`config.mk`:
```
export PLATFORM = sky130hd
export DESIGN_NAME = sync_fifo_param
export DESIGN_NICKNAME = d
export VERILOG_FILES = /design/src/rtl/sync_fifo_pkg.sv /design/src/rtl/sync_fifo_ram.sv /design/src/rtl/sync_fifo_param.sv
export SDC_FILE = /design/constraint.sdc
export NUM_CORES = 1
export LEC_CHECK = 0
export BUFFER_PORTS_ARGS = -buffer_cell sky130_fd_sc_hd__buf_2
export CAP_MARGIN = 20
export CORE_MARGIN = 8
export CORE_UTILIZATION = 45
export DETAILED_ROUTE_END_ITERATION = 12
export PLACE_DENSITY_LB_ADDON = 0.05
export SETUP_SLACK_MARGIN = 0.1
export SYNTH_ARGS = -nofsm -noshare
export SYNTH_HDL_FRONTEND = slang
export SYNTH_SLANG_ARGS = --single-unit
```
`constraint.sdc`:
```
create_clock -name clk -period 3.5 [get_ports clk]
set_clock_uncertainty 0.05 [all_clocks]
set_input_delay 0.35 -clock clk [delete_from_list [all_inputs] [get_ports clk]]
set_output_delay 0.35 -clock clk [all_outputs]
set_load 0.1 [all_outputs]
```
`src/rtl/sync_fifo_pkg.sv`:
```
`default_nettype none
// ==========================================================================
// sync_fifo_pkg: shared defaults and parameter legality helpers. Rev 1.0
// ==========================================================================
package sync_fifo_pkg;

  localparam int FIFO_DATA_W = 8;
  localparam int FIFO_ADDR_W = 6;

  function automatic int fifo_depth(input int addr_w);
    return 1 << addr_w;
  endfunction

  function automatic bit afull_th_ok(input int th, input int depth);
    return (th >= 1) && (th <= depth);
  endfunction

  function automatic bit aempty_th_ok(input int th, input int depth);
    return (th >= 0) && (th <= depth - 1);
  endfunction

endpackage
`default_nettype wire

```
`src/rtl/sync_fifo_ram.sv`:
```
`default_nettype none
// ==========================================================================
// sync_fifo_ram: DEPTH x DATA_W storage, sync write, async read. Rev 1.0
// ==========================================================================
module sync_fifo_ram
  import sync_fifo_pkg::*;
#(
  parameter int DATA_W = FIFO_DATA_W,
  parameter int ADDR_W = FIFO_ADDR_W
) (
  input  logic              clk,
  input  logic              i_we,
  input  logic [ADDR_W-1:0] i_waddr,
  input  logic [DATA_W-1:0] i_wdata,
  input  logic [ADDR_W-1:0] i_raddr,
  output logic [DATA_W-1:0] o_rdata
);

  localparam int DEPTH = fifo_depth(ADDR_W);

  // Storage is deliberately not reset.
  logic [DATA_W-1:0] r_mem [DEPTH];

  always_ff @(posedge clk) begin
    if (i_we) begin
      r_mem[i_waddr] <= i_wdata;
    end
  end

  assign o_rdata = r_mem[i_raddr];

endmodule
`default_nettype wire

```
`src/rtl/sync_fifo_param.sv`:
```
`default_nettype none
// ==========================================================================
// sync_fifo_param: parametrised single-clock FIFO, optional FWFT read. Rev 1.0
// ==========================================================================
module sync_fifo_param
  import sync_fifo_pkg::*;
#(
  parameter int DATA_W    = FIFO_DATA_W,
  parameter int ADDR_W    = FIFO_ADDR_W,
  parameter int AFULL_TH  = fifo_depth(ADDR_W) - 8,
  parameter int AEMPTY_TH = 8,
  parameter int FWFT      = 0
) (
  input  logic              clk,
  input  logic              rst,
  input  logic              clr,
  input  logic              wr_en,
  input  logic [DATA_W-1:0] wr_data,
  input  logic              rd_en,
  output logic [DATA_W-1:0] rd_data,
  output logic              rd_valid,
  output logic              full,
  output logic              empty,
  output logic              almost_full,
  output logic              almost_empty,
  output logic [ADDR_W:0]   count,
  output logic              overflow,
  output logic              underflow
);

  localparam int DEPTH = fifo_depth(ADDR_W);

  localparam logic [ADDR_W:0]   c_depth_cnt  = (ADDR_W+1)'(DEPTH);
  localparam logic [ADDR_W:0]   c_afull_cnt  = (ADDR_W+1)'(AFULL_TH);
  localparam logic [ADDR_W:0]   c_aempty_cnt = (ADDR_W+1)'(AEMPTY_TH);
  localparam logic [ADDR_W:0]   c_cnt_one    = (ADDR_W+1)'(1);
  localparam logic [ADDR_W-1:0] c_ptr_one    = ADDR_W'(1);

  if (DATA_W < 1) begin : g_bad_data_w
    $error("sync_fifo_param: DATA_W must be at least 1");
  end
  if (ADDR_W < 2) begin : g_bad_addr_w
    $error("sync_fifo_param: ADDR_W must be at least 2");
  end
  if (!afull_th_ok(AFULL_TH, DEPTH)) begin : g_bad_afull
    $error("sync_fifo_param: AFULL_TH outside 1..DEPTH");
  end
  if (!aempty_th_ok(AEMPTY_TH, DEPTH)) begin : g_bad_aempty
    $error("sync_fifo_param: AEMPTY_TH outside 0..DEPTH-1");
  end

  logic [ADDR_W-1:0] r_wr_ptr;
  logic [ADDR_W-1:0] r_rd_ptr;
  logic [ADDR_W:0]   r_count;
  logic              r_overflow;
  logic              r_underflow;

  logic              w_full;
  logic              w_empty;
  logic              w_wa;
  logic              w_ra;
  logic [DATA_W-1:0] w_mem_rd;

  assign w_full  = (r_count == c_depth_cnt);
  assign w_empty = (r_count == '0);
  assign w_wa    = wr_en & ~w_full;
  assign w_ra    = rd_en & ~w_empty;

  always_ff @(posedge clk or posedge rst) begin
    if (rst) begin
      r_wr_ptr    <= '0;
      r_rd_ptr    <= '0;
      r_count     <= '0;
      r_overflow  <= 1'b0;
      r_underflow <= 1'b0;
    end else if (clr) begin
      r_wr_ptr    <= '0;
      r_rd_ptr    <= '0;
      r_count     <= '0;
      r_overflow  <= 1'b0;
      r_underflow <= 1'b0;
    end else begin
      if (w_wa) r_wr_ptr <= r_wr_ptr + c_ptr_one;
      if (w_ra) r_rd_ptr <= r_rd_ptr + c_ptr_one;
      case ({w_wa, w_ra})
        2'b10:   r_count <= r_count + c_cnt_one;
        2'b01:   r_count <= r_count - c_cnt_one;
        default: r_count <= r_count;
      endcase
      if (wr_en && w_full)  r_overflow  <= 1'b1;
      if (rd_en && w_empty) r_underflow <= 1'b1;
    end
  end

  // A flush drops any concurrent write so the array is never touched by it.
  sync_fifo_ram #(
    .DATA_W (DATA_W),
    .ADDR_W (ADDR_W)
  ) u_ram (
    .clk     (clk),
    .i_we    (w_wa & ~clr),
    .i_waddr (r_wr_ptr),
    .i_wdata (wr_data),
    .i_raddr (r_rd_ptr),
    .o_rdata (w_mem_rd)
  );

  if (FWFT != 0) begin : g_fwft
    assign rd_data  = w_mem_rd;
    assign rd_valid = ~w_empty;
  end else begin : g_std
    logic [DATA_W-1:0] r_rd_data;
    logic              r_rd_valid;

    always_ff @(posedge clk or posedge rst) begin
      if (rst) begin
        r_rd_data  <= '0;
        r_rd_valid <= 1'b0;
      end else if (clr) begin
        r_rd_data  <= '0;
        r_rd_valid <= 1'b0;
      end else if (w_ra) begin
        r_rd_data  <= w_mem_rd;
        r_rd_valid <= 1'b1;
      end else begin
        r_rd_valid <= 1'b0;
      end
    end

    assign rd_data  = r_rd_data;
    assign rd_valid = r_rd_valid;
  end

  assign full         = w_full;
  assign empty        = w_empty;
  assign almost_full  = (r_count >= c_afull_cnt);
  assign almost_empty = (r_count <= c_aempty_cnt);
  assign count        = r_count;
  assign overflow     = r_overflow;
  assign underflow    = r_underflow;

endmodule
`default_nettype wire

```
==> impl_metrics.csv <==
group,metric,value,unit
status,outcome,"complete, no violations",
routing,drt_drc_violations_left,0,
worst_setup_path,crit_required,3940,ps
yosys,synth-seq-cells,542,
yosys,ys.flop_type,"edfxtp_1",
floorplan,initial_utilization,45.34,%
yosys,synth_commonest_cells,"edfxtp_1 (512), mux2i_1 (128), nor2_1 (91)",
worst_setup_path,cp_max_fo,5,
yosys,synth_fp_nets,1229,
power_and_ir_drop,p_int,11.81,mW
timing,timing_worst_slew_pin_value,1017,ps
placement,place.gp.congestion,0.8774,
timing,finalHoldViolCount,0,
yosys,synthCells,1212,
global_route,met2_usage,27.68,%
power_and_ir_drop,p_sw,4.803,mW
cells_and_area,final-seq-area,16140,um2
yosys,ys_async_sr_fraction,5.535,%
placement,port_buffers,34,
routing,first_pass_iters,5,
cts,cts_buffer_depth,3,
floorplan,row_count,80,
cells_and_area,diodes,0,
yosys,synth_edf_count,512,
global_route,grt_pass1_vias,11390,
cts,path_clk_slew,60,ps
yosys,seq_area_frac_synth,74.80,%
cts,h-tree-depth,2,
cts,cts_tree,"built",
global_route,antenna_found_initial,0,
cells_and_area,fin_cells,1983,
floorplan,ios,35,
power_and_ir_drop,sw_frac_of_total,28.91,%
routing,initialDrtViolationCount,997,
routing,wl_per_cell,25.89,um
routing,routed_wl,51.34,mm
global_route,grt_max_degree,66,
power_and_ir_drop,p_seq_share,44.6,%
timing,fin_hold_ws,47.73,ps
routing,postRouteAntennaNets,0,
global_route,top_usage_layer,"met2",
power_and_ir_drop,comb_power_share,20.8,%
cells_and_area,area_delta_synth_final,15.00,%
yosys,synth_area,21560,um2
yosys,synth_cell_types,45,
yosys,synth_top_area_share,71.32,%
timing,max_freq,0.3006,GHz
global_route,use_met3,3.382,%
yosys,synth_area_leaders,"edfxtp_1 (71%), mux4_2 (6.7%), mux2i_1 (5.9%)",
run,maxCapViolations,0,
cells_and_area,layout.nets,1339,
timing,rsz0062_at_grt,"no",
floorplan,die_h,234.9,um
timing,finalMaxSlewViolations,0,
timing,final.min_clock_period,3326,ps
cts,cts-root-buf,"clkbuf_16",
timing,relSlewSlack,32.04,%
worst_setup_path,critical_path_class,"reg -> reg",
hold_path,worstHoldPathType,"in -> reg",
yosys,synth_most_common_cell,"edfxtp_1",
cts,cts_num_sinks,542,
routing,vias,11190,
placement,dp_hpwl,31.96,mm
yosys,yosys_warnings,0,
power_and_ir_drop,irDropWorstVdd,367.4,uV
cells_and_area,multi_input_area,5125,um2
global_route,use_met1,26.08,%
cts,cts_buffers,57,
worst_setup_path,worst_setup_path_end_kind,"flip-flop",
floorplan,dieArea,55160,um2
timing,setup_violations,0,
power_and_ir_drop,p_leak,7.848,nW
worst_setup_path,cp-start-kind,"flip-flop",
cts,clk_latency,610,ps
yosys,syn_area_per_cell,17.79,um2
timing,min_period_over_period,95.04,%
power_and_ir_drop,power_density,670.3,nW/um2
placement,place_inst,1871,
floorplan,core_area,47550,um2
yosys,synth_top_area_cell,"edfxtp_1",
routing,vias_per_cell,5.645,
power_and_ir_drop,power_frac_clock,34.6,%
worst_setup_path,crit_arrival,3770,ps
global_route,grt.total_usage,18.16,%
global_route,grt_pass1_wl,75.12,mm
global_route,grt-ovfl-total,0,
cells_and_area,n_fill_cell,3859,
floorplan,die_x,234.9,um
cells_and_area,layout-drive-gt1-share,21.35,%
[metrics by stage]
stage | setup TNS, ps | setup WS [ps] | power [mW] | utilization, % | cell area [um2]
6_report | 0 | 173.5 | 16.62 | 52.14 | 24790
2_1_floorplan | -121.2 | -121.2 | 10.02 | - | 21580
3_3_place_gp | 0 | 172.3 | 10.95 | 48.21 | 22920
4_1_cts | 0 | 135.1 | 16.74 | 52.02 | 24730
5_1_grt | 0 | 81.54 | 17.20 | 52.14 | 24790
3_5_place_dp | 0 | 147.2 | 10.97 | 48.27 | 22950
[critical path, cell delays in order, from the launching register on]
cell and delay (ps):
dfrtp_4 480, or4_4 590, o31ai_4 300, nand2_2 130, xnor2_1 150, ha_2 200, or4_4 430, nand3_2 90
a21oi_1 60, a41o_1 220, a31o_1 230, mux2_4 290
[routing by layer]
layer | share of wire [%] | up-vias | wire length [um]
li1 | - | 5058 | -
met1 | 47 | 5778 | 24140
met2 | 45 | 272 | 23110
met3 | 5.2 | 86 | 2671
met4 | 2.8 | 0 | 1422
met5 | 0 | - | 0
[kinds of logic (layout without fill, tap and decap cells)]
logic type / count (synthesis) / after routing / synth area share, %
flip-flops: 542 / 542 / 74.80
adder cells (fa/ha/maj): 4 / 4 / 0.2322
AO/OA/AOI/OAI: 134 / 134 / 4.347
AND/OR/NAND/NOR: 243 / 243 / 5.734
multiplexers: 193 / 193 / 12.70
XOR/XNOR: 15 / 15 / 0.6095
buffers and inverters: 81 / 237 / 1.573
[cells in the final DEF, fill, tap and decap left out, types with 9 or more instances in the layout]
| cell | count |
|---|---|
| edfxtp_1 | 512 |
| mux2i_1 | 128 |
| nor2_1 | 89 |
| buf_4 | 87 |
| a22oi_1 | 64 |
| mux4_2 | 64 |
| clkbuf_16 | 59 |
| a21oi_1 | 44 |
| nand3_1 | 38 |
| nor2b_1 | 35 |
| buf_2 | 34 |
| dfrtp_1 | 23 |
| nand4_1 | 21 |
| clkbuf_1 | 16 |
| nand2_1 | 15 |
| clkinv_2 | 13 |
| clkinv_1 | 12 |
| nor3b_1 | 10 |
| nand3b_1 | 9 |
[path summary, 6_finish.rpt]
kind,slack (ps),end,startpoint,cells past startpoint
worst max-delay path,170,count[6]$_DFFE_PP0P_,count[2]$_DFFE_PP0P_,11
worst min-delay path,50,underflow$_DFFE_PP0P_,rd_en,3
worst max register to register,170,count[6]$_DFFE_PP0P_,count[2]$_DFFE_PP0P_,11
worst min register to register,440,underflow$_DFFE_PP0P_,underflow$_DFFE_PP0P_,2
max in group asynchronous,2690,r_rd_ptr[0]$_DFFE_PP0P_,rst,4
min in group asynchronous,230,r_wr_ptr[0]$_DFFE_PP0P_,rst,3
[sequential cells by signal, indices dropped and copies added, names as in the netlist]
name / count
count: 7
u_ram.r_mem: 512
rd_data: 8
r_rd_ptr: 6
rd_valid: 1
underflow: 1
overflow: 1
r_wr_ptr: 6
[repair_timing]
| action | CTS | global route |
|---|---|---|
| hold endpoints to repair | 30 | 0 |
| gates resized for setup | 0 | 3 |
| buffers inserted | 0 | 6 |
| hold buffers | 1 | 0 |
| setup endpoints to repair | 0 | 1 |
[power groups by stage]
stage	logic, mW	registers [mW]	clock network, mW
floorplan	2.07	7.95	0
global placement	3.41	7.54	0
detailed placement	3.42	7.55	0
CTS	3.42	7.42	5.90
global route	3.64	7.43	6.13
finish	3.46	7.40	5.75
[cell type report]
cell class	instances	area share [%]
multi-input cells	589	20.67
repair buffers	128	3.876
clock buffers	75	6.198
inverters	4	0.06057
clock inverters	30	0.9640
well taps	615	3.104
flip-flops and latches	542	65.12
No activity file was read; power rests on OpenSTA's default activity.
